<file path="src/rtl/sr_latch_writer.sv">
// Write sequencer for one gated SR latch: SETUP -> PULSE -> HOLD -> DONE, with an INIT write of 0 after reset.
// Optional read-back verification and retry is built when SR_READBACK_CHECK_EN is defined.
module sr_latch_writer #(
    parameter int SETUP_CYC = 1,
    parameter int PULSE_CYC = 4,
    parameter int HOLD_CYC  = 2,
    parameter int MAX_RETRY = 2
) (
    input  logic clk,
    input  logic rst_n,
    input  logic req_valid,
    output logic req_ready,
    input  logic req_val,
    output logic done,
    output logic err,
    output logic stored_val,
    output logic lat_e,
    output logic lat_s,
    output logic lat_r,
    input  logic lat_q,
    input  logic lat_qbar
);
    localparam int MAX_SP  = (SETUP_CYC > PULSE_CYC) ? SETUP_CYC : PULSE_CYC;
    localparam int MAX_ALL = (MAX_SP > HOLD_CYC) ? MAX_SP : HOLD_CYC;
    localparam int CW      = $clog2(MAX_ALL) + 1;

    typedef enum logic [2:0] {
        ST_INIT,
        ST_IDLE,
        ST_SETUP,
        ST_PULSE,
        ST_HOLD,
`ifdef SR_READBACK_CHECK_EN
        ST_SYNC,
        ST_CHECK,
`endif
        ST_DONE
    } state_t;

    state_t        state_q;
    logic [CW-1:0] cnt_q;
    logic          val_q;
    logic          init_q;
    logic          ready_q;
    logic          done_q;
    logic          stored_q;
    logic          e_q;
    logic          s_q;
    logic          r_q;

`ifdef SR_READBACK_CHECK_EN
    localparam int RW = $clog2(MAX_RETRY + 1) + 1;
    logic [RW-1:0] retry_q;
    logic          err_q;
    logic [1:0]    q_sync_q;
    logic [1:0]    qb_sync_q;

    // Latch outputs are asynchronous to clk; two flops before they are compared.
    always_ff @(posedge clk) begin
        if (!rst_n) begin
            q_sync_q  <= '0;
            qb_sync_q <= '0;
        end else begin
            q_sync_q  <= {q_sync_q[0], lat_q};
            qb_sync_q <= {qb_sync_q[0], lat_qbar};
        end
    end

    assign err = err_q;
`else
    logic unused_ok;
    assign unused_ok = ^{lat_q, lat_qbar, (MAX_RETRY > 0)};
    assign err       = 1'b0;
`endif

    always_ff @(posedge clk) begin
        if (!rst_n) begin
            state_q  <= ST_INIT;
            cnt_q    <= '0;
            val_q    <= 1'b0;
            init_q   <= 1'b1;
            ready_q  <= 1'b0;
            done_q   <= 1'b0;
            stored_q <= 1'b0;
            e_q      <= 1'b0;
            s_q      <= 1'b0;
            r_q      <= 1'b0;
`ifdef SR_READBACK_CHECK_EN
            retry_q  <= '0;
            err_q    <= 1'b0;
`endif
        end else begin
            done_q <= 1'b0;
            case (state_q)
                ST_INIT: begin
                    val_q   <= 1'b0;
                    init_q  <= 1'b1;
                    s_q     <= 1'b0;
                    r_q     <= 1'b1;
                    cnt_q   <= CW'(SETUP_CYC - 1);
                    state_q <= ST_SETUP;
`ifdef SR_READBACK_CHECK_EN
                    retry_q <= '0;
`endif
                end
                ST_IDLE: begin
                    if (req_valid) begin
                        val_q   <= req_val;
                        init_q  <= 1'b0;
                        s_q     <= req_val;
                        r_q     <= ~req_val;
                        ready_q <= 1'b0;
                        cnt_q   <= CW'(SETUP_CYC - 1);
                        state_q <= ST_SETUP;
`ifdef SR_READBACK_CHECK_EN
                        retry_q <= '0;
                        err_q   <= 1'b0;
`endif
                    end
                end
                ST_SETUP: begin
                    if (cnt_q == '0) begin
                        e_q     <= 1'b1;
                        cnt_q   <= CW'(PULSE_CYC - 1);
                        state_q <= ST_PULSE;
                    end else begin
                        cnt_q <= cnt_q - 1'b1;
                    end
                end
                ST_PULSE: begin
                    if (cnt_q == '0) begin
                        e_q     <= 1'b0;
                        cnt_q   <= CW'(HOLD_CYC - 1);
                        state_q <= ST_HOLD;
                    end else begin
                        cnt_q <= cnt_q - 1'b1;
                    end
                end
                ST_HOLD: begin
                    if (cnt_q == '0) begin
`ifdef SR_READBACK_CHECK_EN
                        cnt_q   <= CW'(1);
                        state_q <= ST_SYNC;
`else
                        s_q      <= 1'b0;
                        r_q      <= 1'b0;
                        done_q   <= ~init_q;
                        stored_q <= val_q;
                        state_q  <= ST_DONE;
`endif
                    end else begin
                        cnt_q <= cnt_q - 1'b1;
                    end
                end
`ifdef SR_READBACK_CHECK_EN
                ST_SYNC: begin
                    if (cnt_q == '0) begin
                        state_q <= ST_CHECK;
                    end else begin
                        cnt_q <= cnt_q - 1'b1;
                    end
                end
                ST_CHECK: begin
                    if ((q_sync_q[1] == val_q) && (qb_sync_q[1] == ~val_q)) begin
                        s_q      <= 1'b0;
                        r_q      <= 1'b0;
                        done_q   <= ~init_q;
                        stored_q <= val_q;
                        err_q    <= 1'b0;
                        state_q  <= ST_DONE;
                    end else if (retry_q < RW'(MAX_RETRY)) begin
                        // S/R still carry val_q, so the retry re-enters SETUP without touching them.
                        retry_q <= retry_q + 1'b1;
                        cnt_q   <= CW'(SETUP_CYC - 1);
                        state_q <= ST_SETUP;
                    end else begin
                        s_q     <= 1'b0;
                        r_q     <= 1'b0;
                        done_q  <= ~init_q;
                        err_q   <= 1'b1;
                        state_q <= ST_DONE;
                    end
                end
`endif
                ST_DONE: begin
                    ready_q <= 1'b1;
                    state_q <= ST_IDLE;
                end
                default: begin
                    e_q     <= 1'b0;
                    state_q <= ST_INIT;
                end
            endcase
        end
    end

    assign req_ready  = ready_q;
    assign done       = done_q;
    assign stored_val = stored_q;
    assign lat_e      = e_q;
    assign lat_s      = s_q;
    assign lat_r      = r_q;

endmodule

</file>
<file path="config.mk">
export PLATFORM = sky130hd
export DESIGN_NAME = sr_latch_writer
export DESIGN_NICKNAME = d
export VERILOG_FILES = /design/src/rtl/sr_latch_writer.sv
export SDC_FILE = /design/constraint.sdc
export NUM_CORES = 1
export LEC_CHECK = 0
export CORE_UTILIZATION = 49
export DETAILED_ROUTE_END_ITERATION = 6
export GPL_TIMING_DRIVEN = 1
export PLACE_DENSITY = 0.86
export SKIP_CTS_REPAIR_TIMING = 1
export SLEW_MARGIN = 20
export SYNTH_ARGS = -nofsm -noshare
export SYNTH_HDL_FRONTEND = slang
export SYNTH_SLANG_ARGS = --single-unit
</file>
<file path="constraint.sdc">
create_clock -name clk -period 1.78 [get_ports clk]
set_input_delay 0.534 -clock clk [delete_from_list [all_inputs] [get_ports clk]]
set_output_delay 0.534 -clock clk [all_outputs]
set_load 0.05 [all_outputs]
</file>
; ---- Word-level counts from Yosys, hierarchy flattened
; Index checks and enable logic that the tools add are counted.
[word_totals]
register_bits = 14
elab_cells = 60
[op_classes]
n_addsub = 1
eq_ne = 10
muxes = 21
bitwise = 3
reduce_logical = 15
[op_table]
columns = cell, count
row1 = 3-bit 2-to-1 mux, 8
row2 = 3-bit case mux with 6 select lines, 1
row3 = 3-bit case mux with 5 select lines, 1
row4 = 3-bit AND reduction, 4
row5 = 2-bit inequality test (second input constant), 5
row6 = 1-bit case mux with 3 select lines, 3
row7 = 3-bit by 2-bit == test with 1-bit output (second input constant), 2
row8 = 3-bit == test (second input constant), 2
row9 = 3-bit logical NOT, 2
row10 = 1-bit case mux with 2 select lines, 3
row11 = 2-bit AND reduction, 3
row12 = 1-bit 2-to-1 mux, 5
row13 = 5-bit nonzero test, 1
row14 = 4-bit AND reduction, 1
row15 = 2-bit nonzero test, 2
row16 = 4-bit OR reduction, 1
row17 = 3-bit by 1-bit == test with 1-bit output (second input constant), 1
row18 = 1-bit NOT, 3
row19 = 3-bit nonzero test, 1
row20 = 3-bit by 1-bit subtractor with 3-bit output (second input constant), 1

; ---- Depth between registers and ports, before layout
[depth]
word_depth = 4
mapped_depth = 7
ltp_nobuf = 6

; ---- Worst setup path before layout
; OpenSTA, ideal clock, no wires.
[synth_timing]
kind = register to register
from = register cnt_q[0]
to = register s_q (netlist: lat_s)
setup_ns = 0.070
arrival_ns = 1.425
required_time_ns = 1.710
setup_slack_ns = 0.285
stages_incl_launch_ff = 8
cell_sequence = dfxtp_1 > inv_1 > ha_1 > nor2b_2 > buf_6 > a2bb2oi_2 > or4b_1 > a21boi_1
[synth_via]
elab_chain_len = 3
[synth_rtl]
columns = element, line_no
row1 = start: declaration, 41  ; logic [CW-1:0] cnt_q;
row2 = start signal: assignment, 100  ; cnt_q <= CW'(SETUP_CYC - 1);
row3 = start signal: assignment, 113  ; cnt_q <= CW'(SETUP_CYC - 1);
row4 = start signal: assignment, 124  ; cnt_q <= CW'(PULSE_CYC - 1);
row5 = 3-bit logical NOT, 140  ; if (cnt_q == '0) begin
row6 = 2-bit inequality test (no line), n/a
row7 = 3-bit AND reduction (no line), n/a
row8 = end signal: assignment, 110  ; s_q <= req_val;
row9 = end: declaration, 48  ; logic s_q;
; Every way passes these cells.
; A chain may end at the register's enable or synchronous reset.

; ---- Worst setup path after layout
[layout_timing]
from = register cnt_q[0]
to = register state_q[0]
[layout_via]
elab_chain_len = 3
[layout_rtl]
columns = element, line_no
row1 = 3-bit logical NOT *, "122, 131, 140"
row2 = 2-bit inequality test (no line), n/a
row3 = 4-bit AND reduction (no line) *, n/a
row4 = end signal: assignment, 125  ; state_q <= ST_PULSE;
row5 = end signal: assignment, 134  ; state_q <= ST_HOLD;
row6 = end signal: assignment, 149  ; state_q <= ST_DONE;
row7 = end: declaration, 40  ; state_t state_q;
; Every way passes the cells marked *; elsewhere a longest branch is shown, timed or not.

==> flow_metrics.env <==
export IMPL_setup_ws_ps=105
export IMPL_dpl_cell_count=110
export IMPL_hold_path_class="reg -> reg"
export IMPL_antenna_found_initial=0
export IMPL_wl_um=1480
export IMPL_global_route_usage_total_pct=18.6
export IMPL_period_share_pct=94.1
export IMPL_total_power_uw=975
export IMPL_setup_viol=0
export IMPL_clk_pin_slew_ps=90
export IMPL_num_vias=669
export IMPL_die_w_um=41.5
export IMPL_slew_violations=0
export IMPL_drive_above_1_share_pct=22.2
export IMPL_nets=108
export IMPL_clk_path_buf_depth=2
export IMPL_drc=0
export IMPL_arrival_ps=1840
export IMPL_htree_levels=1
export IMPL_gr_total_overflow=0
export IMPL_syn_area_per_cell_um2=8.89
export IMPL_fp_row_count=13
export IMPL_crit_type="reg -> reg"
export IMPL_dr_pass1_iters=4
export IMPL_wl_per_cell_um=13.0
export IMPL_r2r_slack_ps=110
export IMPL_dieArea_mm2=0.00172
export IMPL_clk_latency_ps=290
export IMPL_min_period_ps=1670
export IMPL_area_growth_pct=20.1
export IMPL_io_pins=13
export IMPL_relSlewSlack_pct=64.4
export IMPL_finalClockSkew_ps=7.83
export IMPL_max_slew_worst_pin_slew_ps=534
export IMPL_synthArstFlopShare_pct=0
export IMPL_antenna_cells=0
export IMPL_core_area_mm2=0.00138
export IMPL_max_freq_mhz=597
export IMPL_grt_start_max_net_pins=19
export IMPL_pre_cts_slack_ps=-117
export IMPL_outcome="complete, no violations"
export IMPL_r2r_end="state_q[0]$_SDFFE_PN0P_"
export IMPL_r2r_start="cnt_q[0]$_SDFFE_PN0P_"
export IMPL_dp_hpwl_um=1110
export IMPL_crit_path_max_fanout=7
export IMPL_rsz0062_at_grt="no"
export IMPL_gp_congestion=0.806
export IMPL_drtIter0Drc=9
export IMPL_postLayoutCellArea_um2=918
export IMPL_hold_path_end="done$_SDFF_PN0_"
export IMPL_port_buffers=9
export IMPL_ys_seq_area_share_pct=36.7
export IMPL_synth_cells=86
export IMPL_hold_path_startpoint="init_q$_SDFFE_PN1P_"
export IMPL_start_util_pct=55.3
export IMPL_start_kind="flop"
export IMPL_hold_slack_ps=429
export IMPL_numCtsBuffers=3
export IMPL_postRouteAntennaNets=0
export IMPL_syn_nets=94
export IMPL_p_per_area_mw_per_mm2=1060
export IMPL_cts_root_buf="clkbuf_4"
export IMPL_grt_pass1_vias=628
export IMPL_die_h_um=41.5
export IMPL_instances_no_fill=114
export IMPL_cap_violations=0
export IMPL_dpl_cell_area_um2=881
export IMPL_synth_flop_cell="dfxtp_1"
export IMPL_max_vdd_ir_drop_mv=0.557
export IMPL_synth_edf_count=0
export IMPL_ys_ff_latch=14
export IMPL_required_ps=1940
export IMPL_clock_sinks=14
export IMPL_p_leak_uw=0.000376
export IMPL_r2r_cells=7
export IMPL_finalHoldViolCount=0
export IMPL_grt_pass1_wl_um=2570
export IMPL_hold_depth=1
export IMPL_syn_area_um2=764
export IMPL_ys_warnings_count=0
export IMPL_synthDistinctLibCells=43
export IMPL_end_kind="flop"
export IMPL_cts_tree="built"
export IMPL_avgViaCountPerCell=5.87
[cells by family (layout without fill, tap and decap cells)]
logic type      Yosys count  count (layout)  synth area share [%]
flops                    14              14                  36.7
fa+ha+maj                 2               2                  3.27
compound gates           29              29                  28.8
buf+inv                  13              26                  8.51
other cells               1               1                 0.491
simple gates             27              27                  22.3
[power breakdown]
part / internal [µW] / switching (µW) / leakage, µW
Combinational: 156 / 172 / 0.000240
Sequential: 351 / 57.3 / 0.000115
Clock: 125 / 113 / 0.0000210
[metal layers]
layer	track usage, %	vias up	part of all wire (%)
li1	-	339	-
met4	5.81	0	1.2
met2	31.9	20	47
met5	0	-	0
met3	4.35	2	4.5
met1	22.8	308	48
[worst max-delay path, cell delays in order (launching register included)]
cell,delay (ps)
dfxtp_1,370
inv_1,70
ha_1,210
nor2b_2,170
buf_4,160
nand2_1,90
nand2b_1,60
a2111oi_1,410
[layout by cell type (no fill, tap or decap), types with 2 or more instances in the layout]
master	synthesis	routed
inv_1	5	5
nor3b_1	2	2
nand2_1	3	3
nand2b_1	3	3
clkbuf_4	0	3
o21ai_1	3	3
nor2b_1	3	3
dfxtp_1	14	14
o21ai_0	3	3
a21oi_1	5	5
a21boi_1	3	3
clkdlybuf4s50_1	0	3
ha_1	2	2
and2_1	2	2
a2bb2oi_1	2	2
nor3_1	4	4
buf_4	1	12
[worst max path at each step]
| stage | from | end | slack (ps) | cells past startpoint |
|---|---|---|---|---|
| 2_1_floorplan | cnt_q[0]$_SDFFE_PN0P_ | lat_s$_SDFFE_PN0P_ | 280 | 7 |
| 3_3_place_gp | req_valid | val_q$_SDFFE_PN0P_ | -100 | 5 |
| 3_5_place_dp | req_valid | lat_s$_SDFFE_PN0P_ | -120 | 5 |
| 4_1_cts | cnt_q[0]$_SDFFE_PN0P_ | state_q[0]$_SDFFE_PN0P_ | 80 | 7 |
| 5_1_grt | cnt_q[0]$_SDFFE_PN0P_ | cnt_q[2]$_SDFFE_PN0P_ | 30 | 7 |
| 6_report | cnt_q[0]$_SDFFE_PN0P_ | state_q[0]$_SDFFE_PN0P_ | 110 | 7 |
[final cells by class]
| class | instances | area [µm²] |
|---|---|---|
| Clock buffer | 4 | 36.3 |
| Fill cell | 107 | 464 |
| Inverter | 6 | 22.5 |
| Multi-Input combinational cell | 59 | 420 |
| Sequential cell | 14 | 280 |
| Tap cell | 15 | 18.8 |
| Timing Repair Buffer | 16 | 140 |
[per-stage QoR]
stage                     util, %  TNS (ps)
after floorplan                 -         0
after global placement       63.7      -295
after detailed placement     63.7      -431
after CTS                    66.3         0
after global routing         66.4         0
final                        66.4         0
[flip-flops by register name, indices dropped and copies added, names as in the netlist]
signal / count
state_q: 3
init_q: 1
lat_e: 1
val_q: 1
cnt_q: 3
lat_r: 1
lat_s: 1
stored_val: 1
req_ready: 1
done: 1
[Yosys cell counts, types with 3 or more instances]
| cell type | number | area, µm² |
|---|---|---|
| nor3_1 | 4 | 20.0 |
| o21ai_0 | 3 | 15.0 |
| nand2b_1 | 3 | 18.8 |
| buf_2 | 4 | 20.0 |
| inv_1 | 5 | 18.8 |
| o21ai_1 | 3 | 15.0 |
| a21boi_1 | 3 | 22.5 |
| a21oi_1 | 5 | 25.0 |
| nand2_1 | 3 | 11.3 |
| dfxtp_1 | 14 | 280 |
| nor2b_1 | 3 | 18.8 |
Note: power is estimated with default switching activity, not from simulation.
